`config.mk`:
```
export PLATFORM = sky130hd
export DESIGN_NAME = aes_core_arbiter
export DESIGN_NICKNAME = d
export VERILOG_FILES = /design/src/rtl/aes_arb_pkg.sv /design/src/rtl/rr_arbiter.sv /design/src/rtl/aes_core_arbiter.sv
export SDC_FILE = /design/constraint.sdc
export NUM_CORES = 1
export LEC_CHECK = 0
export ABC_CLOCK_PERIOD_IN_PS = 34500
export CAP_MARGIN = 20
export CORE_AREA = 2 2 617 619
export DETAILED_ROUTE_END_ITERATION = 12
export DIE_AREA = 0 0 619 621
export PLACE_DENSITY = 0.3
export SYNTH_ARGS = -nofsm -noshare
export SYNTH_HDL_FRONTEND = slang
export SYNTH_SLANG_ARGS = --single-unit
```
`constraint.sdc`:
```
create_clock -name clock -period 34.5 [get_ports clock]
set_input_delay 5.175 -clock clock [delete_from_list [all_inputs] [get_ports clock]]
set_output_delay 5.175 -clock clock [all_outputs]
set_load 0.05 [all_outputs]
```
`src/rtl/aes_arb_pkg.sv`:
```
// aes_arb_pkg: shared widths and FSM state encoding for the AES core arbiter.
package aes_arb_pkg;
    localparam int AES_BLOCK_W = 128;
    localparam int STAT_W = 32;
    typedef enum logic [1:0] {IDLE, RUN, DRAIN, RESP} state_t;
endpackage

```
`src/rtl/rr_arbiter.sv`:
```
// rr_arbiter: picks the lowest requesting index at or after ptr (wrapping); combinational.
module rr_arbiter #(
    parameter int N = 4,
    parameter int W = $clog2(N)
) (
    input  logic [N-1:0] req,
    input  logic [W-1:0] ptr,
    output logic [N-1:0] grant,
    output logic [W-1:0] idx,
    output logic         any
);
    // Scan offsets from the far end so the nearest requester after ptr wins last.
    always_comb begin
        any = 1'b0;
        idx = '0;
        for (int i = N - 1; i >= 0; i--) begin
            if (req[(int'(ptr) + i) % N]) begin
                any = 1'b1;
                idx = W'((int'(ptr) + i) % N);
            end
        end
    end
    assign grant = any ? N'(1) << idx : '0;
endmodule

```
`src/rtl/aes_core_arbiter.sv`:
```
// aes_core_arbiter: round-robin sharing of one AES128 core among NUM_REQ requesters.
// Define AES_ARB_STATS_EN to add the stat_ops/stat_busy counters.
module aes_core_arbiter
    import aes_arb_pkg::*;
#(
    parameter int NUM_REQ = 4,
    parameter int ID_W = 4,
    parameter int SRC_W = $clog2(NUM_REQ)
) (
    input  logic                           clock,
    input  logic                           reset,
    input  logic [NUM_REQ-1:0]             req_valid,
    output logic [NUM_REQ-1:0]             req_ready,
    input  logic [NUM_REQ*AES_BLOCK_W-1:0] req_data,
    input  logic [NUM_REQ*AES_BLOCK_W-1:0] req_key,
    input  logic [NUM_REQ*ID_W-1:0]        req_id,
    output logic                           rsp_valid,
    input  logic                           rsp_ready,
    output logic [AES_BLOCK_W-1:0]         rsp_data,
    output logic [SRC_W-1:0]               rsp_src,
    output logic [ID_W-1:0]                rsp_id,
    output logic                           core_ce,
    output logic [AES_BLOCK_W-1:0]         core_data_in,
    output logic [AES_BLOCK_W-1:0]         core_key,
    input  logic [AES_BLOCK_W-1:0]         core_data_out,
    input  logic                           core_done
`ifdef AES_ARB_STATS_EN
    ,
    output logic [STAT_W-1:0]              stat_ops,
    output logic [STAT_W-1:0]              stat_busy
`endif
);
    state_t state;
    logic [SRC_W-1:0] ptr;
    logic [SRC_W-1:0] idx;
    logic [NUM_REQ-1:0] grant;
    logic any;
    logic take;

    rr_arbiter #(.N(NUM_REQ), .W(SRC_W)) u_rr (
        .req(req_valid),
        .ptr(ptr),
        .grant(grant),
        .idx(idx),
        .any(any)
    );

    // A core still showing done from the last operation must clear before a new grant.
    assign take = state == IDLE && any && !core_done && !reset;
    assign req_ready = take ? grant : '0;
    assign core_ce = state == RUN;
    assign rsp_valid = state == RESP;

    always_ff @(posedge clock or posedge reset) begin
        if (reset) begin
            state <= IDLE;
            ptr <= '0;
            core_data_in <= '0;
            core_key <= '0;
            rsp_data <= '0;
            rsp_src <= '0;
            rsp_id <= '0;
        end else begin
            case (state)
                IDLE: if (take) begin
                    core_data_in <= req_data[int'(idx) * AES_BLOCK_W +: AES_BLOCK_W];
                    core_key <= req_key[int'(idx) * AES_BLOCK_W +: AES_BLOCK_W];
                    rsp_id <= req_id[int'(idx) * ID_W +: ID_W];
                    rsp_src <= idx;
                    ptr <= int'(idx) == NUM_REQ - 1 ? '0 : idx + 1'b1;
                    state <= RUN;
                end
                RUN: if (core_done) begin
                    rsp_data <= core_data_out;
                    state <= DRAIN;
                end
                DRAIN: state <= RESP;
                RESP: if (rsp_ready) state <= IDLE;
            endcase
        end
    end

`ifdef AES_ARB_STATS_EN
    always_ff @(posedge clock or posedge reset) begin
        if (reset) begin
            stat_ops <= '0;
            stat_busy <= '0;
        end else begin
            if (state == RESP && rsp_ready && stat_ops != '1) stat_ops <= stat_ops + 1'b1;
            if (state == RUN && stat_busy != '1) stat_busy <= stat_busy + 1'b1;
        end
    end
`endif
endmodule
```
Word level (Yosys, flattened, before mapping)
Cells that the tools add are included.
{"block": "op_classes", "n_reduce_logical": 12, "n_eq_ne": 7, "n_mux": 26, "bitwise_logic": 3, "n_lt_le_gt_ge": 4, "addsub": 4, "shift": 4}
{"op": "512-bit by 10-bit variable part select with 128-bit output", "n": 2}
{"op": "2-bit two-way mux", "n": 8}
{"op": "16-bit by 5-bit variable part select with 4-bit output", "n": 1}
{"op": "3-bit by 4-bit < comparator with 1-bit output (second input constant)", "n": 3}
{"op": "1-bit two-way mux", "n": 11}
{"op": "1-bit binary-select mux with 2-bit select", "n": 4}
{"op": "4-bit two-way mux", "n": 2}
{"op": "2-bit one-hot mux with 4 select lines", "n": 1}
{"op": "2-bit OR reduction", "n": 3}
{"op": "2-bit by 1-bit adder with 2-bit output (second input constant)", "n": 2}
{"op": "2-bit adder (second input constant)", "n": 2}
{"op": "2-bit by 1-bit equality test with 1-bit output (second input constant)", "n": 2}
{"op": "2-bit equality test (second input constant)", "n": 2}
{"op": "2-bit by 1-bit != test with 1-bit output (second input constant)", "n": 2}
{"op": "2-bit AND reduction", "n": 2}
{"op": "1-bit by 2-bit << shifter with 4-bit output (first input constant)", "n": 1}
{"op": "1-bit bitwise AND (first input constant)", "n": 3}
{"op": "1-bit logical AND", "n": 3}
{"op": "2-bit by 3-bit < comparator with 1-bit output (second input constant)", "n": 1}
{"op": "3-bit AND reduction", "n": 1}
{"op": "1-bit logical NOT", "n": 2}
{"op": "2-bit logical NOT", "n": 1}
{"op": "2-bit != test (second input constant)", "n": 1}
{"block": "totals", "ff_bits": 394, "output_inout_bits": 396, "input_bits": 1176, "wordCells": 67}

Logic depth before layout (Yosys ltp)
Gate-level depths: netlist (run 1).
{"block": "logic_depth", "depth_word": 15, "ltp_mapped": 9, "depth_no_buf": 6}

Cells and area by module
Synthesis (run 1) repeated with hierarchy kept, for this count alone.
{"block": "unflattened", "cells_unflattened": 1201, "hier_area_um2": 21115.3}
{"module": "aes_core_arbiter", "seq_area_each_um2": 9859.5, "cells_per_inst": 1172, "area_each_um2": 20932.6, "n_inst": 1}
{"module": "rr_arbiter", "seq_area_each_um2": 0.0, "cells_per_inst": 29, "area_each_um2": 182.7, "n_inst": 1}

Least setup slack after synthesis (run 1)
No wires, ideal clock.
{"block": "synth_timing", "path_kind": "input to output", "start": "in req_valid[1]", "end": "out req_ready[1]", "t_arrival_ps": 6760, "path_stages": 8, "path_slack_ps": 22565, "n_path_buf": 3, "required_time_ps": 29325, "path_cell_list": "a21boi_0 > o221ai_1 > buf_4 > inv_2 > buf_2 > clkbuf_1 > ha_1 > and2_1"}
{"block": "synth_between", "elab_cells_between_ends": 25, "classes_between": "shift: 1; mux: 21; reduce/logical: 3"}
{"element": "from (decl)", "line_no": "aes_core_arbiter.sv:12", "source": "input logic [NUM_REQ-1:0] req_valid,"}
{"element": "1-bit binary-select mux with 2-bit select", "line_no": "rr_arbiter.sv:17", "source": "if (req[(int'(ptr) + i) % N]) begin"}
{"element": "1-bit two-way mux (implied by the code) (2 in series)", "line_no": "rr_arbiter.sv:17"}
{"element": "2-bit two-way mux (3 in series)", "line_no": "rr_arbiter.sv:17"}
{"element": "2-bit two-way mux *", "line_no": "rr_arbiter.sv:17"}
{"element": "named net idx[0]", "line_no": "aes_core_arbiter.sv:35", "source": "logic [SRC_W-1:0] idx;"}
{"element": "1-bit by 2-bit << shifter with 4-bit output *", "line_no": "rr_arbiter.sv:23", "source": "assign grant = any ? N'(1) << idx : '0;"}
{"element": "4-bit two-way mux *", "line_no": "rr_arbiter.sv:23"}
{"element": "4-bit two-way mux *", "line_no": "aes_core_arbiter.sv:50", "source": "assign req_ready = take ? grant : '0;"}
{"element": "to (decl)", "line_no": "aes_core_arbiter.sv:13", "source": "output logic [NUM_REQ-1:0] req_ready,"}
The timed path passes the listed nets; every way through them passes the cells marked *. The select of a mux whose other input is x is not followed.

Worst setup path in the final report (run 1)
{"block": "layout_timing", "start": "in req_valid[0]", "end": "out req_ready[0]"}
{"block": "layout_between", "elab_chain_cells": 11, "elab_cells_between_ends": 25, "classes_between": "shift: 1; mux: 21; reduce/logical: 3"}
{"element": "1-bit binary-select mux with 2-bit select", "line_no": "rr_arbiter.sv:17"}
{"element": "1-bit two-way mux (implied by the code) (2 in series)", "line_no": "rr_arbiter.sv:17"}
{"element": "1-bit two-way mux (4 in series)", "line_no": "rr_arbiter.sv:17"}
{"element": "1-bit logical AND (3 in series)", "line_no": "aes_core_arbiter.sv:49", "source": "assign take = state == IDLE && any && !core_done && !reset;"}
{"element": "4-bit two-way mux *", "line_no": "aes_core_arbiter.sv:50"}
Mark *: on every way between the ends. The rest lies on a longest branch, timed or not. The select of a mux whose other input is x is not followed.

==> flow_metrics.tcl, run 1 <==
set metrics [dict create \
    crit_top_cell "sky130_fd_sc_hd__clkdlybuf4s50_1" \
    cp_data_required_time_ns 29.32 \
    cts.reportedPaths.clkPinSlew_ns 0.05 \
    fmax_mhz 74.8 \
    final.setup.tns_ns 0 \
    design.core.area_um2 378000 \
    grt_first_pass_wirelength_mm 349 \
    power.internal_mw 1.84 \
    timing.clock.skew_ns 0.0654 \
    most-common-layout-cells "sky130_fd_sc_hd__clkdlybuf4s50_1 (1556), sky130_fd_sc_hd__nand2_1 (1047), sky130_fd_sc_hd__a21oi_1 (517), sky130_fd_sc_hd__dfrtp_1 (394), sky130_fd_sc_hd__a211o_1 (260)" \
    p_clk_share_pct 19.5 \
    die_area_um2 384000 \
    outcome "finished, final reports clean" \
    initial_utilization_pct 5.68 \
    remaining_drc_errors 0 \
    buffering_stage_count_on_the_worst_path_with_inverters_included 3 \
    routedWlPerCell_um 30.7 \
    postRouteWirelength_mm 282 \
    max_slew.worst_pin.slew_ns 1.18 \
    via_count_of_the_routed_design 27783 \
    first_pass_iteration_count_of_the_detailed_router 5 \
    synth-warning-count 0 \
    worstSetupEndpointType "primary output" \
    total_number_of_placement_rows 226 \
    clock_tree.root_cell "sky130_fd_sc_hd__clkbuf_16" \
    ir_worst_vdd_mv 0.0652 \
    vias_per_cell 3.02 \
    syn_nets 3795 \
    met3RoutedLength_mm 22.3 \
    clock_latency_ns 0.81 \
    clock_sinks 394 \
    power.share.sequential_pct 21.2 \
    m1WireLength_mm 97.0 \
    final_nets 5282 \
    timing.max_slew.rel_slack_pct 21.0 \
    critical_path.max_stage_delay_ns 0.81 \
    dr.first_iter.drc_count 1688 \
    synth_top_cell_area_share_pct 45.9 \
    area_grow_syn2layout_pct 111 \
    post-cts-setup-buffers 0 \
    synthDominantAreaCellType "sky130_fd_sc_hd__dfrtp_1" \
    critical_path.max_fanout 65 \
    floorplan.die.height_um 621 \
    clock_tree_from_tritoncts "done" \
    rsz0062_at_grt "no" \
    crit_path_start_kind "input pin" \
    slowest_stage_cell_cp "sky130_fd_sc_hd__clkdlybuf4s50_1" \
    grt_max_degree 119 \
    layout.cells.most_common "sky130_fd_sc_hd__clkdlybuf4s50_1" \
    total_power_mw 3.85 \
    synth.top_cells.by_area "sky130_fd_sc_hd__dfrtp_1 (46%), sky130_fd_sc_hd__nand2_1 (18%), sky130_fd_sc_hd__a21oi_1 (12%)" \
    maxCapViolCount 0 \
    switching_share_pct 52.1 \
    combPwrFrac_pct 59.3 \
    ys_dominant_reg_cell "sky130_fd_sc_hd__dfrtp_1" \
    synthesis.area_per_instance_um2 8.23 \
    synth-edff-count 0 \
    seq_area_frac_synth_pct 45.9 \
    global_route.overflow_total 0 \
    top_level_pins 1572 \
    grt.total_usage_pct 14.2 \
    cts_bufs_inserted 72 \
    finalWeightedCongestion 0.949 \
    uppermost_routed_layer "met5" \
    holdCritPathClass "flop to flop" \
    htreeDepth 3 \
    report.final.hold_viol_count 0 \
    power_leakage_nw 18.3 \
    grt_antenna_before_repair 286 \
    final.period_utilization_pct 38.7 \
    finalMaxSlewViolations 0 \
    netlist_instances 2610 \
    final_layout_size_suffix_gt1_share_pct 7.70 \
    met2RoutedLength_mm 151 \
    powerDensity_nw_per_um2 85.0 \
    critPathTopFamily "buffers and inverters" \
    report.final.setup_viol 0 \
    total_switching_power_mw 2.01 \
    critPathArrivalTime_ns 8.19 \
    ant_nets 0 \
    critical_path.cell_chain "clkdlybuf4s50_1 -> or3b_2 -> o221ai_4 -> buf_4 -> ha_1 -> and2_1 -> clkdlybuf4s50_1" \
    fp.dieW_um 619 \
    post_cts_hold_buffer_count 0 \
    postSynthRegisterBits 394 \
    vias_in_the_first_global_route 28448 \
    netlist_area_um2 21500 \
    post_synth_num_cell_types 29 \
    port_buffers 1571 \
    path_class "input pin to primary output" \
    postSynth.asyncResetShare_pct 100 \
    cts-resized-gates 0 \
    cts.path.max_buffers 4 \
    dp.final_hpwl_mm 243 \
    timing.final.crit_period_ns 13.36 \
]
[final cells by class]
| class | count | area, um^2 |
|---|---|---|
| clock buffers | 99 | 2000 |
| well taps | 5016 | 6280 |
| multi-input cells | 1991 | 10600 |
| repair buffers | 1629 | 16100 |
| flip-flops and latches | 394 | 9860 |
| inverters | 9 | 48.8 |
| diodes | 48 | 120 |
| clock inverters | 23 | 265 |
| fillers | 43674 | 332000 |
[layer usage]
metal	GRT usage, %	vias up
met3	4.72	666
li1	-	11962
met5	0	-
met2	27.4	1506
met4	4.28	108
met1	14.1	13541
[metrics by stage]
step	hold WS, ns	area, um^2	setup slack [ns]	cells	utilization (%)
2_1_floorplan	0.518	21500	18.37	2610	-
3_3_place_gp	0.467	42900	21.09	9039	11.4
3_5_place_dp	0.475	42900	21.13	9039	11.4
4_1_cts	0.487	45200	21.12	9161	12.0
5_1_grt	0.496	45300	21.02	9192	12.0
6_report	0.483	45300	21.14	9209	12.0
[worst register-to-register path, delay by kind of cell (launching register included)]
family | cells | cell delay, ns
mux | 1 | 0.39
flops | 1 | 0.43
simple gates | 1 | 0.46
buf+inv | 5 | 3.19
compound gates | 3 | 0.58
[Yosys cell counts, types with 2 or more instances]
cell type                     n
sky130_fd_sc_hd__a211o_1    260
sky130_fd_sc_hd__a21o_1       2
sky130_fd_sc_hd__a21oi_1    521
sky130_fd_sc_hd__and2_1       5
sky130_fd_sc_hd__buf_1       11
sky130_fd_sc_hd__buf_2      102
sky130_fd_sc_hd__buf_4       14
sky130_fd_sc_hd__buf_6        3
sky130_fd_sc_hd__clkbuf_1    84
sky130_fd_sc_hd__clkbuf_4     2
sky130_fd_sc_hd__dfrtp_1    394
sky130_fd_sc_hd__ha_1         9
sky130_fd_sc_hd__inv_1        8
sky130_fd_sc_hd__mux2_2     129
sky130_fd_sc_hd__nand2_1   1048
sky130_fd_sc_hd__nor2_1       2
sky130_fd_sc_hd__nor2b_1      2
sky130_fd_sc_hd__o21ai_0      3
[state kept, by name, indices dropped and copies added, names as in the netlist]
signal        count
core_data_in    128
core_key        128
rsp_data        128
rsp_id            4
ptr               2
rsp_src           2
state             2
[final timing paths]
path	end	from	slack [ns]	depth (start not counted)
max in group asynchronous	core_data_in[121]	reset	27.02	5
hold reg to reg	core_data_in[27]	core_data_in[27]	0.48	1
hold / removal	core_data_in[27]	core_data_in[27]	0.48	1
min in group asynchronous	core_data_in[34]	reset	4.90	2
setup / recovery	req_ready[0]	req_valid[0]	21.14	7
setup reg to reg	core_key[59]	ptr[1]	29.44	10
[cell families (layout without fill, tap and decap cells)]
logic type	after synthesis	count (layout)	share of synthesized area, %
AND/OR/NAND/NOR	1062	1062	18.8
AO/OA/AOI/OAI	791	791	23.1
flip-flops	394	394	45.9
buffers and inverters	225	1760	4.91
multiplexers	129	129	6.76
adder cells (fa/ha/maj)	9	9	0.524
other	0	48	0
[power by group through the flow]
stage | clock [mW] | combinational [mW] | sequential (mW)
floorplan | 0 | 0.516 | 1.54
global placement | 0 | 2.34 | 0.817
detailed placement | 0 | 2.34 | 0.822
CTS | 0.795 | 2.35 | 0.817
global route | 0.806 | 2.39 | 0.844
finish | 0.751 | 2.29 | 0.816
Note: power is estimated with default switching activity, not from simulation.
==> inputs of run 2 (changes only) <==
--- a/config.mk
+++ b/config.mk
@@ -5,7 +5,7 @@
 export SDC_FILE = /design/constraint.sdc
 export NUM_CORES = 1
 export LEC_CHECK = 0
-export ABC_CLOCK_PERIOD_IN_PS = 34500
+export ABC_CLOCK_PERIOD_IN_PS = 10980
 export CAP_MARGIN = 20
 export CORE_AREA = 2 2 617 619
 export DETAILED_ROUTE_END_ITERATION = 12
==> constraint.sdc (replaced) <==
create_clock -name clock -period 10.98 [get_ports clock]
set_input_delay 1.647 -clock clock [delete_from_list [all_inputs] [get_ports clock]]
set_output_delay 1.647 -clock clock [all_outputs]
set_load 0.05 [all_outputs]
==> run 2 against run 1 <==
Compared with the run above:
- flip-flop and latch count is the same
- register-to-register slack lost 23 ns
- sequential power grew to 3.2 times the previous value
- global-route usage is essentially flat
- hold slack is essentially flat
- critical path depth is the same
- total power grew to 3.2 times the previous value
- combinational power grew to 3.1 times the previous value
- count of clock-buffer cells in the layout grew 5
- highest routed layer unchanged
==> flow_metrics.tcl, run 2 (same netlist as run 1, synthesis figures left out) <==
set metrics [dict create \
    cts.path.max_buffers 4 \
    critical_path.max_fanout 5 \
    floorplan.die.height_um 621 \
    area_grow_syn2layout_pct 112 \
    p_clk_share_pct 19.8 \
    post-cts-setup-buffers 0 \
    postLayoutSetupSlackWorst_ns 4.49 \
    design.core.area_um2 378000 \
    combined_area_of_the_multi_input_logic_cells_um2 10600 \
    vias_per_cell 3.00 \
    grt.total_usage_pct 14.2 \
    grt_first_pass_wirelength_mm 348 \
    finalMaxSlewViolations 0 \
    global_route.overflow_total 0 \
    powerDensity_nw_per_um2 269 \
    dr.first_iter.drc_count 1708 \
    reg2reg_from "ptr[1]" \
    critical_path.startpoint "req_valid[0]" \
    clock_sinks 394 \
    final_cells 9217 \
    final.setup.tns_ns 0 \
    destination_of_the_worst_register_to_register_timing_path "core_data_in[30]" \
    via_count_of_the_routed_design 27661 \
    dp.final_hpwl_mm 242 \
    report.final.hold_viol_count 0 \
    grt.met1_usage_pct 14.0 \
    htreeDepth 3 \
    finalWeightedCongestion 0.882 \
    critPathArrivalTime_ns 4.84 \
    top_level_pins 1572 \
    postPlaceCellArea_um2 43000 \
    cts.reportedPaths.clkPinSlew_ns 0.05 \
    clock_latency_ns 0.78 \
    vias_in_the_first_global_route 28503 \
    post-route-util_pct 12.1 \
    cp_data_required_time_ns 9.33 \
    critical_path.max_stage_delay_ns 0.85 \
    remaining_drc_errors 0 \
    ir_worst_vdd_mv 0.156 \
    globalRoute.busiestLayer "met2" \
    total_number_of_placement_rows 226 \
    use_met2_pct 26.9 \
    initial_utilization_pct 5.68 \
    max_slew.worst_pin.slew_ns 1.09 \
    layout.cells.most_common "sky130_fd_sc_hd__clkdlybuf4s50_1" \
    timing.final.crit_period_ns 6.49 \
    first_pass_iteration_count_of_the_detailed_router 5 \
    top_regs "core_data_in (128), core_key (128), rsp_data (128)" \
    power.internal_mw 5.87 \
    critPathTopFamily "buffers and inverters" \
    capture_point_of_the_critical_path "req_ready[2]" \
    fp.dieW_um 619 \
    final.period_utilization_pct 59.1 \
    slowest_stage_cell_cp "sky130_fd_sc_hd__clkdlybuf4s50_1" \
    die_area_um2 384000 \
    maxCapViolCount 0 \
    number_of_instances_in_the_placed_design 9033 \
    outcome "finished, final reports clean" \
    critical_path_cell_count 7 \
    grt_antenna_before_repair 275 \
    fillerInstances 43669 \
    port_buffers 1571 \
    grt.met3_usage_pct 5.18 \
    timing.clock.skew_ns 0.0717 \
    combPwrFrac_pct 59.0 \
    critical_path.cell_chain "clkdlybuf4s50_1 -> nor2b_1 -> o21bai_1 -> and2_1 -> ha_1 -> and2_1 -> clkdlybuf4s50_1" \
    cts-resized-gates 0 \
    buffering_stage_count_on_the_worst_path_with_inverters_included 2 \
    dpl_worst_slack_ns 4.41 \
    crit_path_start_kind "input pin" \
    cts_bufs_inserted 74 \
    grt_max_degree 133 \
    power.share.sequential_pct 21.2 \
    timing.max_slew.rel_slack_pct 27.3 \
    worstSetupEndpointType "primary output" \
    routedWlPerCell_um 30.6 \
    final_nets 5278 \
    switching_share_pct 52.0 \
    power_leakage_nw 18.4 \
    ant_nets 0 \
    most-common-layout-cells "sky130_fd_sc_hd__clkdlybuf4s50_1 (1559), sky130_fd_sc_hd__nand2_1 (1047), sky130_fd_sc_hd__a21oi_1 (514), sky130_fd_sc_hd__dfrtp_1 (394), sky130_fd_sc_hd__a211o_1 (260)" \
    sequential_cell_area_um2 9860 \
    total_switching_power_mw 6.37 \
    report.final.setup_viol 0 \
    path_class "input pin to primary output" \
    clock_tree_from_tritoncts "done" \
    fmax_mhz 154 \
    rsz0062_at_grt "no" \
    final_cell_area_um2 45500 \
    holdCritPathClass "flop to flop" \
    worstRegToRegCells 10 \
    reg2reg_setup_slack_ns 6.29 \
    clock_tree.root_cell "sky130_fd_sc_hd__clkbuf_16" \
    final_layout_size_suffix_gt1_share_pct 7.73 \
    postRouteWirelength_mm 282 \
    post_cts_hold_buffer_count 0 \
]
## run 2: cell types whose count changed in the layout (fill, tap and decap cells not counted), moves of 5 or more
cell	before	now
sky130_fd_sc_hd__buf_4	71	55
sky130_fd_sc_hd__clkbuf_8	8	16
sky130_fd_sc_hd__diode_2	48	60
sky130_fd_sc_hd__clkbuf_1	18	13
sky130_fd_sc_hd__buf_12	2	7
## run 2: worst min path at each step
stage	from	end	slack (ns)	cells after the start
after floorplan	ptr[1]	ptr[1]	0.52	2
after global routing	core_data_in[80]	core_data_in[80]	0.49	1
final	core_key[104]	core_key[104]	0.48	1
after CTS	core_data_in[119]	core_data_in[119]	0.49	1
after global placement	core_data_in[47]	core_data_in[47]	0.47	1
after detailed placement	core_data_in[119]	core_data_in[119]	0.47	1
## run 2: metrics by stage
| step | hold WS, ns | total power [mW] |
|---|---|---|
| after global routing | 0.494 | 12.8 |
| after CTS | 0.486 | 12.6 |
| after floorplan | 0.518 | 6.45 |
| final | 0.483 | 12.2 |
| after global placement | 0.471 | 10.0 |
| after detailed placement | 0.475 | 10.0 |
## run 2: final cells by class
cell class | instances | share of cell area (%)
Timing Repair Buffer | 1623 | 35.6
Multi-Input combinational cell | 1991 | 23.3
Sequential cell | 394 | 21.7
Tap cell | 5016 | 13.8
Clock buffer | 104 | 4.71
Clock inverter | 20 | 0.503
Antenna cell | 60 | 0.330
Inverter | 9 | 0.0989
## run 2: power groups by stage
stage	logic, mW	clock network (mW)	registers, mW
finish	7.21	2.43	2.59
global placement	7.40	0	2.60
floorplan	1.62	0	4.82
detailed placement	7.40	0	2.61
CTS	7.42	2.58	2.60
global route	7.57	2.60	2.67
## run 2: worst reg2reg max path: stages (launching register included)
cell and delay (ns):
sky130_fd_sc_hd__dfrtp_1 0.53, sky130_fd_sc_hd__a21boi_0 0.39, sky130_fd_sc_hd__o221ai_4 0.37, sky130_fd_sc_hd__buf_4 0.35, sky130_fd_sc_hd__inv_8 0.32, sky130_fd_sc_hd__buf_4 0.50
sky130_fd_sc_hd__buf_4 0.61, sky130_fd_sc_hd__buf_4 0.97, sky130_fd_sc_hd__nand2_1 0.24, sky130_fd_sc_hd__a21oi_1 0.20, sky130_fd_sc_hd__a211o_1 0.13
## run 2: routing by layer
metal | vias to the layer above | wire length (um)
li1 | 11957 | -
met1 | 13524 | 96400
met2 | 1485 | 151000
met3 | 577 | 24100
met4 | 118 | 10300
met5 | - | 732
==> inputs of run 3 (changes only) <==
--- a/config.mk
+++ b/config.mk
@@ -5,7 +5,7 @@
 export SDC_FILE = /design/constraint.sdc
 export NUM_CORES = 1
 export LEC_CHECK = 0
-export ABC_CLOCK_PERIOD_IN_PS = 10980
+export ABC_CLOCK_PERIOD_IN_PS = 6000
 export CAP_MARGIN = 20
 export CORE_AREA = 2 2 617 619
 export DETAILED_ROUTE_END_ITERATION = 12
==> constraint.sdc (replaced) <==
create_clock -name clock -period 6 [get_ports clock]
set_input_delay 0.9 -clock clock [delete_from_list [all_inputs] [get_ports clock]]
set_output_delay 0.9 -clock clock [all_outputs]
set_load 0.05 [all_outputs]
==> run 3 against run 2 <==
Compared with the run above:
- die area unchanged
- total power up 86%
- sequential power up 83%
- core utilization up 0.095 points
- via count up 1.0%
- cell area up 0.79%
- non-clock buffer count up 13
- clock power up 92%
- register-to-register slack worse by 3.6 ns
- first-iteration DRC count down 12%
- critical endpoint is now req_ready[0]
==> flow_metrics.tcl, run 3 (same netlist as run 1, synthesis figures left out) <==
set metrics [dict create \
    outcome "finished, final reports clean" \
    most-common-layout-cells "sky130_fd_sc_hd__clkdlybuf4s50_1 (1554), sky130_fd_sc_hd__nand2_1 (1047), sky130_fd_sc_hd__a21oi_1 (514), sky130_fd_sc_hd__dfrtp_1 (394), sky130_fd_sc_hd__a211o_1 (260)" \
    critPathArrivalTime_ns 3.96 \
    clock_tree.root_cell "sky130_fd_sc_hd__clkbuf_16" \
    vias_in_the_first_global_route 28906 \
    number_of_instances_in_the_placed_design 9045 \
    sequential_cell_area_um2 9860 \
    path_class "input pin to primary output" \
    postLayoutSetupSlackWorst_ns 1.14 \
    grt_max_degree 134 \
    global_route.overflow_total 0 \
    final.period_utilization_pct 81.0 \
    remaining_drc_errors 0 \
    top_regs "core_data_in (128), core_key (128), rsp_data (128)" \
    clock_sinks 394 \
    dp.final_hpwl_mm 247 \
    die_area_um2 384000 \
    critical_path.startpoint "req_valid[2]" \
    combined_area_of_the_multi_input_logic_cells_um2 10600 \
    port_buffers 1571 \
    cp_data_required_time_ns 5.10 \
    vias_per_cell 3.03 \
    dpl_worst_slack_ns 1.02 \
    dr.first_iter.drc_count 1503 \
    floorplan.die.height_um 621 \
    design.core.area_um2 378000 \
    critical_path.max_fanout 4 \
    timing.clock.skew_ns 0.0600 \
    finalWeightedCongestion 0.948 \
    powerDensity_nw_per_um2 495 \
    initial_utilization_pct 5.68 \
    crit_path_start_kind "input pin" \
    fmax_mhz 206 \
    cts.path.max_buffers 4 \
    top_level_pins 1572 \
    worstHoldStart "rsp_src[1]" \
    cts.reportedPaths.clkPinSlew_ns 0.06 \
    power.share.sequential_pct 20.9 \
    clock_tree_from_tritoncts "done" \
    routedWlPerCell_um 31.4 \
    fp.dieW_um 619 \
    final.setup.tns_ns 0 \
    post-cts-setup-buffers 0 \
    grt.total_usage_pct 14.5 \
    switching_share_pct 52.0 \
    worst_hold_slack_ns 0.474 \
    fillerInstances 43632 \
    report.final.hold_viol_count 0 \
    maxCapViolCount 0 \
    postRouteWirelength_mm 290 \
    clock_latency_ns 0.79 \
    rsz0062_at_grt "no" \
    final_nets 5293 \
    total_number_of_placement_rows 226 \
    grt_first_pass_wirelength_mm 357 \
    timing.max_slew.rel_slack_pct 22.5 \
    total_switching_power_mw 11.8 \
    ir_worst_vdd_mv 0.318 \
    reg2reg_from "ptr[1]" \
    post_cts_hold_buffer_count 0 \
    worstSetupEndpointType "primary output" \
    htreeDepth 3 \
    report.final.setup_viol 0 \
    timing.final.crit_period_ns 4.86 \
    final_cells 9232 \
    power.internal_mw 10.9 \
    max_slew.worst_pin.slew_ns 1.16 \
    first_pass_iteration_count_of_the_detailed_router 5 \
    combPwrFrac_pct 58.6 \
    area_grow_syn2layout_pct 114 \
    final_layout_size_suffix_gt1_share_pct 8.28 \
    finalMaxSlewViolations 0 \
    cts-resized-gates 0 \
    layout.cells.most_common "sky130_fd_sc_hd__clkdlybuf4s50_1" \
    ant_nets 0 \
    via_count_of_the_routed_design 27938 \
    cts_bufs_inserted 76 \
    holdCritPathClass "flop to flop" \
    p_clk_share_pct 20.5 \
    grt_antenna_before_repair 278 \
    power_leakage_nw 18.5 \
]
run 3: area by class of cell:
| cell class | count | area share, % |
|---|---|---|
| diodes | 60 | 0.327 |
| clock buffers | 99 | 4.66 |
| clock inverters | 27 | 0.750 |
| inverters | 9 | 0.0982 |
| multi-input cells | 1991 | 23.2 |
| flip-flops and latches | 394 | 21.5 |
| well taps | 5016 | 13.7 |
| repair buffers | 1636 | 35.8 |
run 3: per-layer routing:
metal  GRT usage (%)  vias to the layer above  share of wire (%)
met2            27.5                     1462                 53
met4            5.17                      130                4.1
met3            5.36                      612                8.4
met5               0                        -               0.29
met1            14.4                    13729                 35
li1                -                    12005                  -
run 3: worst max-delay path: stages:
cell and delay (ns):
sky130_fd_sc_hd__clkdlybuf4s50_1 0.56, sky130_fd_sc_hd__nor2b_1 0.22, sky130_fd_sc_hd__a221o_1 0.49, sky130_fd_sc_hd__and2_1 0.29
sky130_fd_sc_hd__inv_1 0.11, sky130_fd_sc_hd__ha_1 0.14, sky130_fd_sc_hd__and2_1 0.33, sky130_fd_sc_hd__clkdlybuf4s50_1 0.89
run 3: power groups by stage:
| stage | clock, mW | sequential, mW | combinational [mW] |
|---|---|---|---|
| floorplan | 0 | 8.83 | 2.97 |
| global placement | 0 | 4.76 | 13.7 |
| detailed placement | 0 | 4.78 | 13.6 |
| CTS | 4.95 | 4.75 | 13.7 |
| global route | 4.98 | 4.89 | 13.9 |
| finish | 4.66 | 4.74 | 13.3 |
run 3: final timing paths:
kind | to | slack [ns] | cells after the start
setup / recovery | req_ready[0] | 1.14 | 8
hold / removal | rsp_src[1] | 0.47 | 2
setup reg to reg | core_key[125] | 2.68 | 7
hold reg to reg | rsp_src[1] | 0.47 | 2
max in group asynchronous | core_data_in[90] | 3.56 | 3
min in group asynchronous | state[0] | 0.88 | 2
run 3: per-stage QoR:
| step | area [um^2] | power (mW) | util [%] |
|---|---|---|---|
| final | 45900 | 22.7 | 12.1 |
| after global routing | 45800 | 23.8 | 12.1 |
| after CTS | 45700 | 23.4 | 12.1 |
| after detailed placement | 43200 | 18.4 | 11.4 |
| after global placement | 43200 | 18.4 | 11.4 |
| after floorplan | 21500 | 11.8 | - |
